**config.mk**
```make
export PLATFORM = sky130hd
export DESIGN_NAME = tx_block_arbiter
export DESIGN_NICKNAME = d
export VERILOG_FILES = /design/src/rtl/tx_block_arbiter.sv
export SDC_FILE = /design/constraint.sdc
export NUM_CORES = 1
export LEC_CHECK = 0
export ABC_AREA = 1
export CAP_MARGIN = 30
export CORE_ASPECT_RATIO = 1.2
export CORE_MARGIN = 8
export CORE_UTILIZATION = 35
export CTS_CLUSTER_DIAMETER = 60
export DETAILED_ROUTE_END_ITERATION = 8
export GPL_TIMING_DRIVEN = 0
export PLACE_DENSITY_LB_ADDON = 0.25
export SLEW_MARGIN = 20
export SYNTH_ARGS = -nofsm -noshare
export SYNTH_HDL_FRONTEND = slang
export SYNTH_SLANG_ARGS = --single-unit
```
**constraint.sdc**
```tcl
create_clock -name clk -period 1.4 [get_ports clk]
set_input_delay 0.28 -clock clk [delete_from_list [all_inputs] [get_ports clk]]
set_output_delay 0.28 -clock clk [all_outputs]
set_load 0.005 [all_outputs]
```
**src/rtl/tx_block_arbiter.sv**
```systemverilog
// Round-robin, frame-locked arbiter sharing one byte_unpacker between a control
// requester (0) and a cipher-data requester (1), with burst guard and stall watchdog.
module tx_block_arbiter #(
  parameter int unsigned MAX_BURST    = 16,
  parameter int unsigned STALL_CYCLES = 4096,
  parameter int unsigned CNT_W        = 16
) (
  input  logic             clk,
  input  logic             reset,
  input  logic [127:0]     req0_block,
  input  logic             req0_valid,
  input  logic             req0_last,
  output logic             req0_ready,
  input  logic [127:0]     req1_block,
  input  logic             req1_valid,
  input  logic             req1_last,
  output logic             req1_ready,
  output logic [127:0]     pb_block,
  output logic             pb_load_en,
  input  logic             pb_buffer_ready,
  output logic [1:0]       grant,
  output logic             burst_trunc,
  output logic             stall_err,
  output logic [CNT_W-1:0] blk_count
);

  localparam int unsigned BLK_W   = 128;
  localparam int unsigned BURST_W = $clog2(MAX_BURST + 1);
  localparam int unsigned WD_W    = $clog2(STALL_CYCLES + 1);

  typedef enum logic [1:0] {IDLE, XFER, HOLD} state_t;

  state_t             state_q, state_d;
  logic [1:0]         grant_q, grant_d;
  logic               rr_ptr_q, rr_ptr_d;
  logic [BLK_W-1:0]   pb_block_q, pb_block_d;
  logic               pb_load_en_q, pb_load_en_d;
  logic [BURST_W-1:0] burst_q, burst_d;
  logic               last_q, last_d;
  logic               burst_trunc_q, burst_trunc_d;
  logic               stall_err_q, stall_err_d;
  logic [CNT_W-1:0]   blk_count_q, blk_count_d;
  logic [WD_W-1:0]    wd_q, wd_d;

  logic               owner_valid;
  logic               owner_last;
  logic [BLK_W-1:0]   owner_block;
  logic               in_xfer;

  assign in_xfer     = (state_q == XFER);
  assign owner_valid = grant_q[1] ? req1_valid : (grant_q[0] & req0_valid);
  assign owner_last  = grant_q[1] ? req1_last  : req0_last;
  assign owner_block = grant_q[1] ? req1_block : req0_block;

  // Ready is combinational so the owner sees acceptance in the same cycle.
  assign req0_ready  = grant_q[0] & pb_buffer_ready & in_xfer;
  assign req1_ready  = grant_q[1] & pb_buffer_ready & in_xfer;

  assign pb_block    = pb_block_q;
  assign pb_load_en  = pb_load_en_q;
  assign grant       = grant_q;
  assign burst_trunc = burst_trunc_q;
  assign stall_err   = stall_err_q;
  assign blk_count   = blk_count_q;

  always_ff @(posedge clk) begin
    if (reset) begin
      state_q       <= IDLE;
      grant_q       <= 2'b00;
      rr_ptr_q      <= 1'b0;
      pb_block_q    <= '0;
      pb_load_en_q  <= 1'b0;
      burst_q       <= '0;
      last_q        <= 1'b0;
      burst_trunc_q <= 1'b0;
      stall_err_q   <= 1'b0;
      blk_count_q   <= '0;
      wd_q          <= '0;
    end else begin
      state_q       <= state_d;
      grant_q       <= grant_d;
      rr_ptr_q      <= rr_ptr_d;
      pb_block_q    <= pb_block_d;
      pb_load_en_q  <= pb_load_en_d;
      burst_q       <= burst_d;
      last_q        <= last_d;
      burst_trunc_q <= burst_trunc_d;
      stall_err_q   <= stall_err_d;
      blk_count_q   <= blk_count_d;
      wd_q          <= wd_d;
    end
  end

  always_comb begin
    state_d       = state_q;
    grant_d       = grant_q;
    rr_ptr_d      = rr_ptr_q;
    pb_block_d    = pb_block_q;
    pb_load_en_d  = 1'b0;
    burst_d       = burst_q;
    last_d        = last_q;
    burst_trunc_d = burst_trunc_q;
    stall_err_d   = stall_err_q;
    blk_count_d   = blk_count_q;
    wd_d          = '0;

    case (state_q)
      IDLE: begin
        // On a tie the requester that did not win last time is served.
        if (req0_valid && (!req1_valid || rr_ptr_q)) begin
          grant_d  = 2'b01;
          rr_ptr_d = 1'b0;
          state_d  = XFER;
        end else if (req1_valid) begin
          grant_d  = 2'b10;
          rr_ptr_d = 1'b1;
          state_d  = XFER;
        end
      end
      XFER: begin
        if (owner_valid && pb_buffer_ready) begin
          pb_block_d   = owner_block;
          pb_load_en_d = 1'b1;
          blk_count_d  = blk_count_q + CNT_W'(1);
          burst_d      = burst_q + BURST_W'(1);
          last_d       = owner_last;
          state_d      = HOLD;
        end
      end
      HOLD: begin
        // Unpacker ready lags load_en by a cycle, so it is not consulted here.
        if (last_q) begin
          grant_d = 2'b00;
          burst_d = '0;
          state_d = IDLE;
        end else if (burst_q == BURST_W'(MAX_BURST)) begin
          burst_trunc_d = 1'b1;
          grant_d       = 2'b00;
          burst_d       = '0;
          state_d       = IDLE;
        end else begin
          state_d = XFER;
        end
      end
      default: begin
        grant_d = 2'b00;
        burst_d = '0;
        state_d = IDLE;
      end
    endcase

    // Saturating count of consecutive stalled owner cycles.
    if (in_xfer && owner_valid && !pb_buffer_ready) begin
      wd_d = (wd_q == WD_W'(STALL_CYCLES)) ? wd_q : wd_q + WD_W'(1);
      if (wd_d == WD_W'(STALL_CYCLES)) stall_err_d = 1'b1;
    end
  end

endmodule
```
==> results.json <==
{
  "status": "finished with violations",
  "failed_checks": "negative setup slack",
  "die_h_um": 177,
  "ant_nets": 0,
  "gr-total-overflow": 0,
  "power.leakage_nw": 6.32,
  "final_util_pct": 70.3,
  "cts-root-buf": "clkbuf_16",
  "final_common_cell": "nand2_1",
  "clkLatencyLatePin_ns": 0.44,
  "path_cells": "buf_6 -> inv_8 -> nand3_4 -> o21ai_4 -> nand3_4 -> clkinv_8 -> buf_12 -> buf_16 -> buf_16 -> o21ai_2 -> a31oi_1",
  "fin_ws_ns": -0.248,
  "slew_violations": 0,
  "postCtsHoldBufs": 0,
  "start_util_pct": 35.7,
  "syn_nets": 1309,
  "crit_path_start_kind": "flop",
  "dieArea_um2": 26400,
  "gp_congestion": 0.870,
  "dpl.hpwl_mm": 27.2,
  "die-width_um": 150,
  "syn_area_per_cell_um2": 7.22,
  "tightest_slew_ns": 0.785,
  "rsz0062_at_grt": "true",
  "critical_path.slowest_cell": "dfxtp_2",
  "r2r_cells": 11,
  "core_region_area_um2": 21000,
  "fin_crit_sh_pct": 118,
  "cp-end-kind": "flop",
  "clk_pin_slew_worst_paths_ns": 0.07,
  "design_area_um2": 14800,
  "grt_pass1_vias": 9736,
  "cts_buffers": 17,
  "hold_viol": 0,
  "worstPathArrival_ns": 2.00,
  "grt_pass1_wl_mm": 54.7,
  "fmax_mhz": 607,
  "routed_via_density": 5.30,
  "grt_max_degree": 20,
  "synthDistinctLibCells": 31,
  "area_delta_synth_final_pct": 96.8,
  "critPathMaxFanout": 8,
  "drt_iter0_markers": 470,
  "antenna_found_initial": 6,
  "cts_tree": "done",
  "pwr_density_cell_nw_per_um2": 841,
  "critical_path_buf_inv_count": 6,
  "io_pins": 414,
  "drive_gt1_share_pct": 22.9,
  "clock-sinks": 171,
  "mostFrequentLayoutCells": "nand2_1 (321), clkdlybuf4s50_1 (260), dfxtp_1 (137)",
  "synth-seq-cells": 171,
  "setup_viol": 162,
  "ys_seq_area_share_pct": 45.5,
  "drv_cap": 0,
  "holdPathStages": 2,
  "cp_num_cells": 11,
  "drc": 0,
  "crit_type": "flop to flop",
  "io_buffer_count": 412,
  "final_nets": 1802,
  "skew_ns": 0.0168,
  "clk_path_buf_depth": 2,
  "netlist_area_um2": 7520,
  "vias": 9652,
  "grtUsageTotal_pct": 27.1,
  "max_stage_delay_ns": 0.33,
  "cp.required_ns": 1.75,
  "post-route-min-period_ns": 1.65,
  "path_delay_family": "buffers and inverters",
  "ir_drop_mv": 0.810,
  "max-slew-margin-rel_pct": 47.7,
  "wl_per_cell_um": 21.5,
  "min_path_type": "input pin to flop",
  "cts.htree.levels": 4,
  "row_count": 58,
  "syn_inst": 1041,
  "drt_first_pass_iters": 5,
  "place_area_um2": 12100,
  "wirelength_mm": 39.1,
  "dpl_worst_slack_ns": -0.767,
  "yosysWarnings": 0
}
==> cells in the mapped netlist, drive strengths merged <==
| cell | number | area (um^2) |
|---|---|---|
| a21oi | 24 | 120 |
| a2bb2oi | 1 | 8.76 |
| a31oi | 131 | 820 |
| buf | 31 | 194 |
| clkbuf | 46 | 173 |
| dfxtp | 171 | 3420 |
| ha | 5 | 62.6 |
| inv | 49 | 186 |
| nand2 | 334 | 1250 |
| nand3 | 20 | 118 |
| nand4 | 5 | 31.3 |
| nor2 | 55 | 211 |
| nor3 | 9 | 50.1 |
| nor3b | 1 | 7.51 |
| nor4 | 1 | 6.26 |
| o21ai | 143 | 727 |
| o21bai | 1 | 7.51 |
| or2 | 2 | 12.5 |
| xnor2 | 4 | 35.0 |
| xor2 | 8 | 70.1 |
==> kinds of logic after synthesis <==
kind of cell | count (synthesis) | share of synthesized area [%]
fa+ha+maj | 5 | 0.832
buf+inv | 126 | 7.36
simple gates | 427 | 22.5
flops | 171 | 45.5
xor+xnor | 12 | 1.40
compound gates | 300 | 22.4
==> per-stage QoR <==
| step | std cells | hold slack [ns] | total power [W] | setup TNS [ns] |
|---|---|---|---|---|
| 3_3_place_gp | 1723 | 0.443 | 0.00714 | -100.33 |
| 2_1_floorplan | 1041 | 0.436 | 0.00588 | -1.08 |
| 5_1_grt | 1820 | 0.157 | 0.0129 | -43.47 |
| 3_5_place_dp | 1723 | 0.456 | 0.00716 | -103.05 |
| 6_report | 1820 | 0.158 | 0.0124 | -27.77 |
| 4_1_cts | 1806 | 0.166 | 0.0123 | -26.49 |
==> routing by layer <==
metal | GRT usage (%) | part of all wire (%) | vias up
li1 | - | - | 4529
met1 | 28.3 | 36 | 4541
met3 | 9.61 | 8.4 | 114
met4 | 15.4 | 4.7 | 6
met5 | 0 | 0.097 | -
met2 | 46.5 | 51 | 462
==> path summary, 6_finish.rpt <==
kind              startpoint            end  slack, ns
hold reg to reg    stall_err      stall_err       0.46
hold / removal         reset  blk_count[15]       0.16
setup reg to reg    grant[1]   pb_block[20]      -0.25
setup / recovery    grant[1]   pb_block[20]      -0.25
==> worst reg2reg max path, stage by stage (launching register included) <==
cell,delay [ns]
dfxtp_2,0.33
buf_6,0.13
inv_8,0.06
nand3_4,0.08
o21ai_4,0.09
nand3_4,0.13
clkinv_8,0.13
buf_12,0.12
buf_16,0.12
buf_16,0.12
o21ai_2,0.05
a31oi_1,0.19
==> power by group <==
| group | switching [W] | internal [W] |
|---|---|---|
| logic | 0.00113 | 0.00130 |
| registers | 0.0000877 | 0.00498 |
| clock network | 0.00207 | 0.00288 |
==> sequential cells by signal, summed over array words and instances, names as in the netlist <==
register and cells:
rr_ptr_q 1, wd_q 13, state_q 2, pb_load_en 1, blk_count 16, last_q 1
grant 2, pb_block 128, stall_err 1, burst_q 5, burst_trunc 1
==> layout make-up <==
| class | instances | area [um^2] |
|---|---|---|
| fillers | 1621 | 6250 |
| repair buffers | 478 | 5000 |
| multi-input cells | 744 | 4460 |
| flip-flops and latches | 171 | 3480 |
| plain buffers | 73 | 693 |
| clock buffers | 24 | 502 |
| well taps | 270 | 338 |
| inverters | 49 | 206 |
| clock inverters | 8 | 109 |
| diodes | 3 | 7.51 |
==> repair_timing <==
| action | in CTS | in global routing |
|---|---|---|
| gates cloned | 17 | 11 |
| pin swaps | 17 | 8 |
| endpoints found under the setup margin | 312 | 179 |
| resized for setup | 457 | 137 |
| setup buffers | 35 | 10 |
No activity file was read; power rests on OpenSTA's default activity.
